[src/rtl/serial_subtractor.sv]
// Bit-serial WIDTH-bit subtractor (Diff = A - B - B_in), one bit per clock, LSB first.
// Optional signed-overflow output enabled by defining SERIAL_SUB_OVERFLOW_EN.
module serial_subtractor #(
  parameter int WIDTH = 8
) (
  input  logic             CLK,
  input  logic             RST,
  input  logic [WIDTH-1:0] A,
  input  logic [WIDTH-1:0] B,
  input  logic             B_in,
  input  logic             In_valid,
  output logic             In_ready,
  output logic [WIDTH-1:0] Diff,
  output logic             B_out,
  output logic             Out_valid,
`ifdef SERIAL_SUB_OVERFLOW_EN
  output logic             Overflow,
`endif
  input  logic             Out_ready
);

  localparam int CNT_W = $clog2(WIDTH + 1);

  typedef enum logic [1:0] {
    S_IDLE  = 2'd0,
    S_SHIFT = 2'd1,
    S_DONE  = 2'd2
  } state_t;

  state_t           state_q, state_d;
  logic [WIDTH-1:0] a_q, a_d;
  logic [WIDTH-1:0] b_q, b_d;
  logic [WIDTH-1:0] res_q, res_d;
  logic [WIDTH-1:0] diff_q, diff_d;
  logic             br_q, br_d;
  logic             bout_q, bout_d;
  logic [CNT_W-1:0] cnt_q, cnt_d;

  logic a0, b0, d_bit, br_nxt, last_step;

  // Full-subtractor cell operating on the current LSBs and the stored borrow
  assign a0        = a_q[0];
  assign b0        = b_q[0];
  assign d_bit     = a0 ^ b0 ^ br_q;
  assign br_nxt    = (~a0 & b0) | (~(a0 ^ b0) & br_q);
  assign last_step = (cnt_q == CNT_W'(WIDTH - 1));

  always_comb begin
    state_d = state_q;
    a_d     = a_q;
    b_d     = b_q;
    res_d   = res_q;
    diff_d  = diff_q;
    br_d    = br_q;
    bout_d  = bout_q;
    cnt_d   = cnt_q;
    case (state_q)
      S_IDLE: begin
        if (In_valid) begin
          a_d     = A;
          b_d     = B;
          br_d    = B_in;
          cnt_d   = '0;
          state_d = S_SHIFT;
        end
      end
      S_SHIFT: begin
        res_d = {d_bit, res_q[WIDTH-1:1]};
        a_d   = a_q >> 1;
        b_d   = b_q >> 1;
        br_d  = br_nxt;
        cnt_d = cnt_q + CNT_W'(1);
        if (last_step) begin
          diff_d  = {d_bit, res_q[WIDTH-1:1]};
          bout_d  = br_nxt;
          state_d = S_DONE;
        end
      end
      S_DONE: begin
        if (Out_ready) state_d = S_IDLE;
      end
      default: state_d = S_IDLE;
    endcase
  end

  always_ff @(posedge CLK) begin
    if (RST) begin
      state_q <= S_IDLE;
      a_q     <= '0;
      b_q     <= '0;
      res_q   <= '0;
      diff_q  <= '0;
      br_q    <= 1'b0;
      bout_q  <= 1'b0;
      cnt_q   <= '0;
    end else begin
      state_q <= state_d;
      a_q     <= a_d;
      b_q     <= b_d;
      res_q   <= res_d;
      diff_q  <= diff_d;
      br_q    <= br_d;
      bout_q  <= bout_d;
      cnt_q   <= cnt_d;
    end
  end

  assign In_ready  = (state_q == S_IDLE);
  assign Out_valid = (state_q == S_DONE);
  assign Diff      = diff_q;
  assign B_out     = bout_q;

`ifdef SERIAL_SUB_OVERFLOW_EN
  // Operand sign bits are shifted out during the operation, so keep copies
  logic amsb_q, amsb_d;
  logic bmsb_q, bmsb_d;
  logic ovf_q, ovf_d;

  always_comb begin
    amsb_d = amsb_q;
    bmsb_d = bmsb_q;
    ovf_d  = ovf_q;
    if (state_q == S_IDLE && In_valid) begin
      amsb_d = A[WIDTH-1];
      bmsb_d = B[WIDTH-1];
    end else if (state_q == S_SHIFT && last_step) begin
      ovf_d = (amsb_q != bmsb_q) && (d_bit != amsb_q);
    end
  end

  always_ff @(posedge CLK) begin
    if (RST) begin
      amsb_q <= 1'b0;
      bmsb_q <= 1'b0;
      ovf_q  <= 1'b0;
    end else begin
      amsb_q <= amsb_d;
      bmsb_q <= bmsb_d;
      ovf_q  <= ovf_d;
    end
  end

  assign Overflow = ovf_q;
`endif

endmodule

[config.mk]
export PLATFORM = sky130hd
export DESIGN_NAME = serial_subtractor
export DESIGN_NICKNAME = d
export VERILOG_FILES = /design/src/rtl/serial_subtractor.sv
export SDC_FILE = /design/constraint.sdc
export NUM_CORES = 1
export LEC_CHECK = 0
export BUFFER_PORTS_ARGS = -buffer_cell sky130_fd_sc_hd__buf_2
export CAP_MARGIN = 0
export CORE_MARGIN = 3
export CORE_UTILIZATION = 51
export CTS_BUF_LIST = sky130_fd_sc_hd__clkbuf_2 sky130_fd_sc_hd__clkbuf_4 sky130_fd_sc_hd__clkbuf_8
export DETAILED_ROUTE_END_ITERATION = 8
export GPL_TIMING_DRIVEN = 0
export PLACE_DENSITY = 0.77
export SLEW_MARGIN = 20
export SYNTH_ARGS = -nofsm -noshare
export SYNTH_HDL_FRONTEND = slang
export SYNTH_SLANG_ARGS = --single-unit
export TNS_END_PERCENT = 30
[constraint.sdc]
create_clock -name CLK -period 1.2 [get_ports CLK]
set_input_delay 0.12 -clock CLK [delete_from_list [all_inputs] [get_ports CLK]]
set_output_delay 0.12 -clock CLK [all_outputs]
set_load 0.1 [all_outputs]
==> out/results.ini, run 1 <==
[status]
status = finished with violations
violations = setup timing

[drt]
wire_per_inst_um = 16.71
drt_iter0_markers = 137
dr_total_vias = 1659
route.detailed.drc = 0
routed_wl_mm = 4.878
drt_first_pass_iters = 5
via_per_inst = 5.682
ant_nets = 0

[logic_synthesis]
ys_ff_latch = 39
synth_cell_types = 31
synth_common_cells = dfxtp_1 (39), nor2_1 (29), nand2_1 (19)
synth-main-ff-cell = dfxtp_1
synth_area_leaders = dfxtp_1 (46%), nor2_1 (6.4%), a211oi_1 (6.2%), o2bb2ai_1 (5.2%), a21oi_1 (5.0%)
synth_nets = 215
yosysSeqAreaShare_pct = 46.26
syn_inst = 192
synth_largest_area_cell = dfxtp_1
yosysWarnings = 0
synth-edff-count = 0
avgSynthCellArea_um2 = 8.791
ys_async_sr_fraction_pct = 0
syn-cell-area_mm2 = 0.001688
synth.most_common_cell = dfxtp_1
yosys.area.top_type_share_pct = 46.26

[power_and_ir_drop]
p_leak_nw = 0.9401
powerDensity_mw_per_mm2 = 1097
power_frac_comb_pct = 16.9
p_switching_w = 0.0007098
switching_share_pct = 26.97
power.internal_w = 0.001922
ir_worst_vdd_mv = 0.8092
power.share.sequential_pct = 52.8
clock_power_share_pct = 30.3

[layout]
syn_to_final_growth_pct = 42.11
diodes = 0
final_layout_size_suffix_gt1_share_pct = 43.15
nFillCells = 225
fin_nets = 270
multi_input_comb_area_um2 = 965.9
fin_area_mm2 = 0.002399
regArea_um2 = 792.0

[floorplanning]
ios = 32
chipHeight_um = 63.53
die-area_mm2 = 0.004036
start_util_pct = 54.40
placementRows = 20
core-area_mm2 = 0.003103
die_x_um = 63.53

[timing]
hold_violations = 0
slew_headroom_pct = 55.38
fin_crit_sh_pct = 118.3
drv_slew = 0
finalCriticalPeriod_ns = 1.420
rsz0062_at_grt = true
setup_ws_ns = -0.2202
tightest_slew_ns = 0.6693
hold_slack_ns = 0.05489
max_freq_mhz = 704.1
setup_viol = 26
skew_ns = 0.007934

[run]
maxCapViolations = 0

[clock_network]
htree_levels = 2
cts_sinks = 39
cts_tree = yes
clk_latency_ns = 0.34
numCtsBuffers = 5
cts.clk_slew.worst_paths_ns = 0.11
clock-root-buffer = clkbuf_4
clockBufferDepth = 2

[place]
portBuffers = 30
dp_hpwl_mm = 2.601
dp_slack_ns = -0.3022
gp_congestion = 0.8008
placed_cell_area_mm2 = 0.001917

[global_routing]
grt_util_all_layers_pct = 22.34
grtUsageMet2_pct = 35.33
grt_max_degree = 12
use_met3_pct = 4.456
met1_usage_pct = 31.35
grt.overflow.total = 0
antenna_found_initial = 0
busiest_layer = met2
grt_pass1_vias = 1575
grt_pass1_wl_mm = 7.251

[setup_path]
crit_type = flop to flop
cp-end-kind = flop
crit_arrival_ns = 1.65
critPathMaxStageDelay_ns = 0.38
cp-endpoint = br_q
cp.required_ns = 1.43
cp_max_fo = 2
crit_path_cell_trace = inv_1 -> fa_2 -> nand2_1 -> o21ai_0 -> a221oi_1
crit-reg2reg-launch = br_q
crit_start = br_q
critPathSlowestCell = fa_2
r2r_end = br_q
reg2reg_slack_ns = -0.22
crit_path_start_kind = flop
reg2reg_depth = 5

[worst_hold_path]
hold_path_class = primary input to flop

==> power by group through the flow <==
stage,Sequential [W],Combinational [W],Clock (W)
global route,0.00140,0.000481,0.000855
CTS,0.00139,0.000399,0.000799
finish,0.00139,0.000445,0.000797
floorplan,0.00141,0.000240,0
global placement,0.00142,0.000323,0
detailed placement,0.00142,0.000325,0
==> sequential cells by signal, indices dropped and copies added, names as in the netlist <==
name     count
B_out        1
b_q          8
Diff         8
br_q         1
cnt_q        4
a_q          8
state_q      2
res_q        7
==> critical path: cells and delay by family (launching register included) <==
kind | cells | cell delay, ns
flip-flops | 1 | 0.33
AO/OA/AOI/OAI | 2 | 0.46
adder cells (fa/ha/maj) | 1 | 0.38
AND/OR/NAND/NOR | 1 | 0.07
buffers and inverters | 1 | 0.08
==> cell usage in the layout, fill, tap and decap left out, types with 6 or more instances in the layout <==
| master | synthesis | routed |
|---|---|---|
| o2bb2ai_1 | 10 | 10 |
| buf_2 | 4 | 19 |
| dfxtp_1 | 39 | 34 |
| a21oi_2 | 0 | 14 |
| nand2_1 | 19 | 19 |
| a211oi_1 | 14 | 14 |
| nand3_1 | 10 | 10 |
| buf_4 | 3 | 21 |
| a21bo_4 | 0 | 6 |
| clkbuf_4 | 0 | 8 |
| buf_6 | 2 | 11 |
| nor2_1 | 29 | 27 |
==> logic make-up after synthesis <==
logic type	after synthesis	share of synthesized area (%)
buf+inv	21	6.523
compound gates	65	28.69
mux	1	0.5931
simple gates	64	16.01
fa+ha+maj	2	1.927
flops	39	46.26
==> worst min path at each step <==
stage	startpoint	end	slack (ns)	cells after the start
2_1_floorplan	B[7]	b_q[7]	0.29	2
3_3_place_gp	B[7]	b_q[7]	0.39	3
3_5_place_dp	B[7]	b_q[7]	0.41	3
4_1_cts	B[7]	b_q[7]	0.06	3
5_1_grt	A[7]	a_q[7]	0.07	3
6_report	B[7]	b_q[7]	0.05	3
==> through the flow <==
step | total power, W | instances | util, % | setup TNS [ns]
after floorplan | 0.001650 | 192 | - | -2.379
after global placement | 0.001742 | 266 | 61.77 | -3.074
after detailed placement | 0.001745 | 266 | 61.77 | -3.679
after CTS | 0.002586 | 285 | 72.70 | -0.9347
after global routing | 0.002733 | 292 | 77.30 | -3.706
final | 0.002632 | 292 | 77.30 | -1.623
==> routing by layer <==
layer / vias up / wire [um]
met3: 17 / 309
met4: 0 / 150
met2: 60 / 2277
met5: - / 0
met1: 784 / 2139
li1: 798 / -
==> timing repair <==
item	in CTS	in global routing
hold buffers	0	0
pin swaps	12	14
buffers inserted	8	7
endpoints found under the setup margin	44	41
endpoints found under the hold margin	0	0
cloned	3	1
resized for setup	55	22
==> layout make-up <==
| type | instances | area share [%] |
|---|---|---|
| clock buffers | 8 | 3.026 |
| plain buffers | 15 | 5.738 |
| multi-input cells | 133 | 40.27 |
| repair buffers | 48 | 14.87 |
| inverters | 5 | 0.7825 |
| flip-flops and latches | 39 | 33.02 |
| well taps | 44 | 2.295 |
No activity file was read; power rests on OpenSTA's default activity.
==> run 2: changes to the inputs <==
--- a/config.mk
+++ b/config.mk
@@ -7,12 +7,15 @@
 export LEC_CHECK = 0
 export BUFFER_PORTS_ARGS = -buffer_cell sky130_fd_sc_hd__buf_2
 export CAP_MARGIN = 0
+export CORE_ASPECT_RATIO = 0.5
 export CORE_MARGIN = 3
 export CORE_UTILIZATION = 51
 export CTS_BUF_LIST = sky130_fd_sc_hd__clkbuf_2 sky130_fd_sc_hd__clkbuf_4 sky130_fd_sc_hd__clkbuf_8
+export CTS_CLUSTER_SIZE = 14
 export DETAILED_ROUTE_END_ITERATION = 8
 export GPL_TIMING_DRIVEN = 0
 export PLACE_DENSITY = 0.77
+export SKIP_LAST_GASP = 1
 export SLEW_MARGIN = 20
 export SYNTH_ARGS = -nofsm -noshare
 export SYNTH_HDL_FRONTEND = slang
==> run 2 against run 1 <==
  * The flow still finishes with violations (setup timing)
  * Register-to-register slack improved by 0.18 ns
  * Sequential share of layout area up 2.5 points
  * Die area is 1.0% higher
  * Cell count down 3.8%
  * Via count fell by 3.8%
  * Routed wire length is 15% lower
  * Setup slack better by 0.094 ns
  * First-iteration DRC count decreased by 39%
  * Hold slack gained 0.050 ns
  * Highest routed layer unchanged
  * Count of clock-buffer cells in the layout is 1 lower
  * Global-route usage fell by 1.8 points
==> out/results.ini, run 2 (same netlist as run 1, synthesis figures left out) <==
[drt]
drt_first_pass_iters = 4
drt_iter0_markers = 84
via_per_inst = 5.680
route.detailed.drc = 0
routed_wl_mm = 4.168
ant_nets = 0
wire_per_inst_um = 14.83
dr_total_vias = 1596

[layout]
syn_to_final_growth_pct = 32.02
fin_nets = 263
final_util_pct = 72.28
final_layout_size_suffix_gt1_share_pct = 36.10
diodes = 0
final_cells = 281
final_cell_mix = dfxtp_1 (34), buf_2 (28), nor2_1 (27), nand2_1 (19), a21oi_1 (15)
final_common_cell = dfxtp_1

[global_routing]
grt.overflow.total = 0
grt_util_all_layers_pct = 20.58
antenna_found_initial = 0
grt_pass1_vias = 1361
grt_pass1_wl_mm = 6.299
grt_max_degree = 12

[clock_network]
numCtsBuffers = 5
cts_tree = yes
cts_sinks = 39
holdBufCountCts = 0
clk_latency_ns = 0.29
clockBufferDepth = 2
htree_levels = 2
clock-root-buffer = clkbuf_8
cts.clk_slew.worst_paths_ns = 0.07

[status]
violations = setup timing
status = finished with violations

[timing]
hold_slack_ns = 0.1047
tightest_slew_ns = 0.5306
fin_crit_sh_pct = 110.5
rsz0062_at_grt = true
hold_violations = 0
max_freq_mhz = 754.2
drv_slew = 0
tns_ns = -0.3620
slew_headroom_pct = 64.62
setup_ws_ns = -0.1260
skew_ns = 0.004380
finalCriticalPeriod_ns = 1.326
setup_viol = 17

[floorplanning]
start_util_pct = 54.75
ios = 32
core-area_mm2 = 0.003083
die-area_mm2 = 0.004078
die_x_um = 87.36
placementRows = 14
chipHeight_um = 46.68

[setup_path]
r2r_end = br_q
reg2reg_slack_ns = -0.04
crit_start = state_q[0]
reg2reg_depth = 6
crit_arrival_ns = 1.21
crit_type = flop to output pin
cp-endpoint = In_ready
cp.required_ns = 1.08
crit-reg2reg-launch = state_q[0]
cp_max_fo = 4
crit_path_start_kind = flop
cp-end-kind = output pin

[worst_hold_path]
hold_path_class = primary input to flop

[power_and_ir_drop]
powerDensity_mw_per_mm2 = 1213
p_leak_nw = 0.8943
ir_worst_vdd_mv = 0.6880

[place]
dp_hpwl_mm = 2.559
portBuffers = 30
gp_congestion = 0.7890
place_inst = 262

[run]
maxCapViolations = 0

-- run 2: changes by cell type in the layout (fill, tap and decap cells not counted), sizes merged --
cell / before / now
clkinv: 0 / 1
buf: 55 / 49
clkbuf: 16 / 14
-- run 2: routing by layer --
| layer | vias to the layer above | track usage, % | wire length (um) |
|---|---|---|---|
| met5 | - | 0 | 0 |
| met1 | 766 | 26.41 | 1880 |
| met2 | 44 | 33.23 | 2004 |
| li1 | 781 | - | - |
| met3 | 5 | 5.536 | 240 |
| met4 | 0 | 8.563 | 43 |
-- run 2: through the flow --
| step | total power [W] | setup slack [ns] | instance area (um^2) |
|---|---|---|---|
| 2_1_floorplan | 0.001650 | -0.2566 | 1712 |
| 3_3_place_gp | 0.001733 | -0.2524 | 1912 |
| 3_5_place_dp | 0.001745 | -0.2730 | 1912 |
| 4_1_cts | 0.002666 | -0.1236 | 2145 |
| 5_1_grt | 0.002794 | -0.1630 | 2228 |
| 6_report | 0.002703 | -0.1260 | 2228 |
-- run 2: worst min path at each step --
stage | start | end | slack (ns) | cells after the start
final | B[7] | b_q[7] | 0.10 | 3
after global routing | B[7] | b_q[7] | 0.12 | 3
after CTS | B[7] | b_q[7] | 0.10 | 3
after detailed placement | B[7] | b_q[7] | 0.40 | 3
after global placement | B[7] | b_q[7] | 0.39 | 3
after floorplan | B[7] | b_q[7] | 0.29 | 2
-- run 2: critical path: stages (launching register included) --
cell     delay [ns]
dfxtp_4        0.36
buf_8          0.13
buf_8          0.11
nor2_4         0.12
buf_12         0.19
-- run 2: report_power, final --
group          switching (W)  internal [W]
combinational       0.000217      0.000185
sequential         0.0000382       0.00135
clock               0.000456      0.000453
-- run 2: cell type report --
type	count	area [um^2]
sequential	39	792.0
buffer	16	138.9
timing repair buffer	40	259.0
inverter	5	18.77
fill	239	854.6
tap	40	50.05
clock inverter	1	5.005
multi-input combinational	133	880.8
clock buffer	7	83.83
-- run 2: timing repair --
action / in CTS / in global routing
cloned: 1 / 1
setup endpoints to repair: 34 / 41
buffers inserted: 7 / 2
gates resized for setup: 26 / 20
pin swaps: 18 / 8
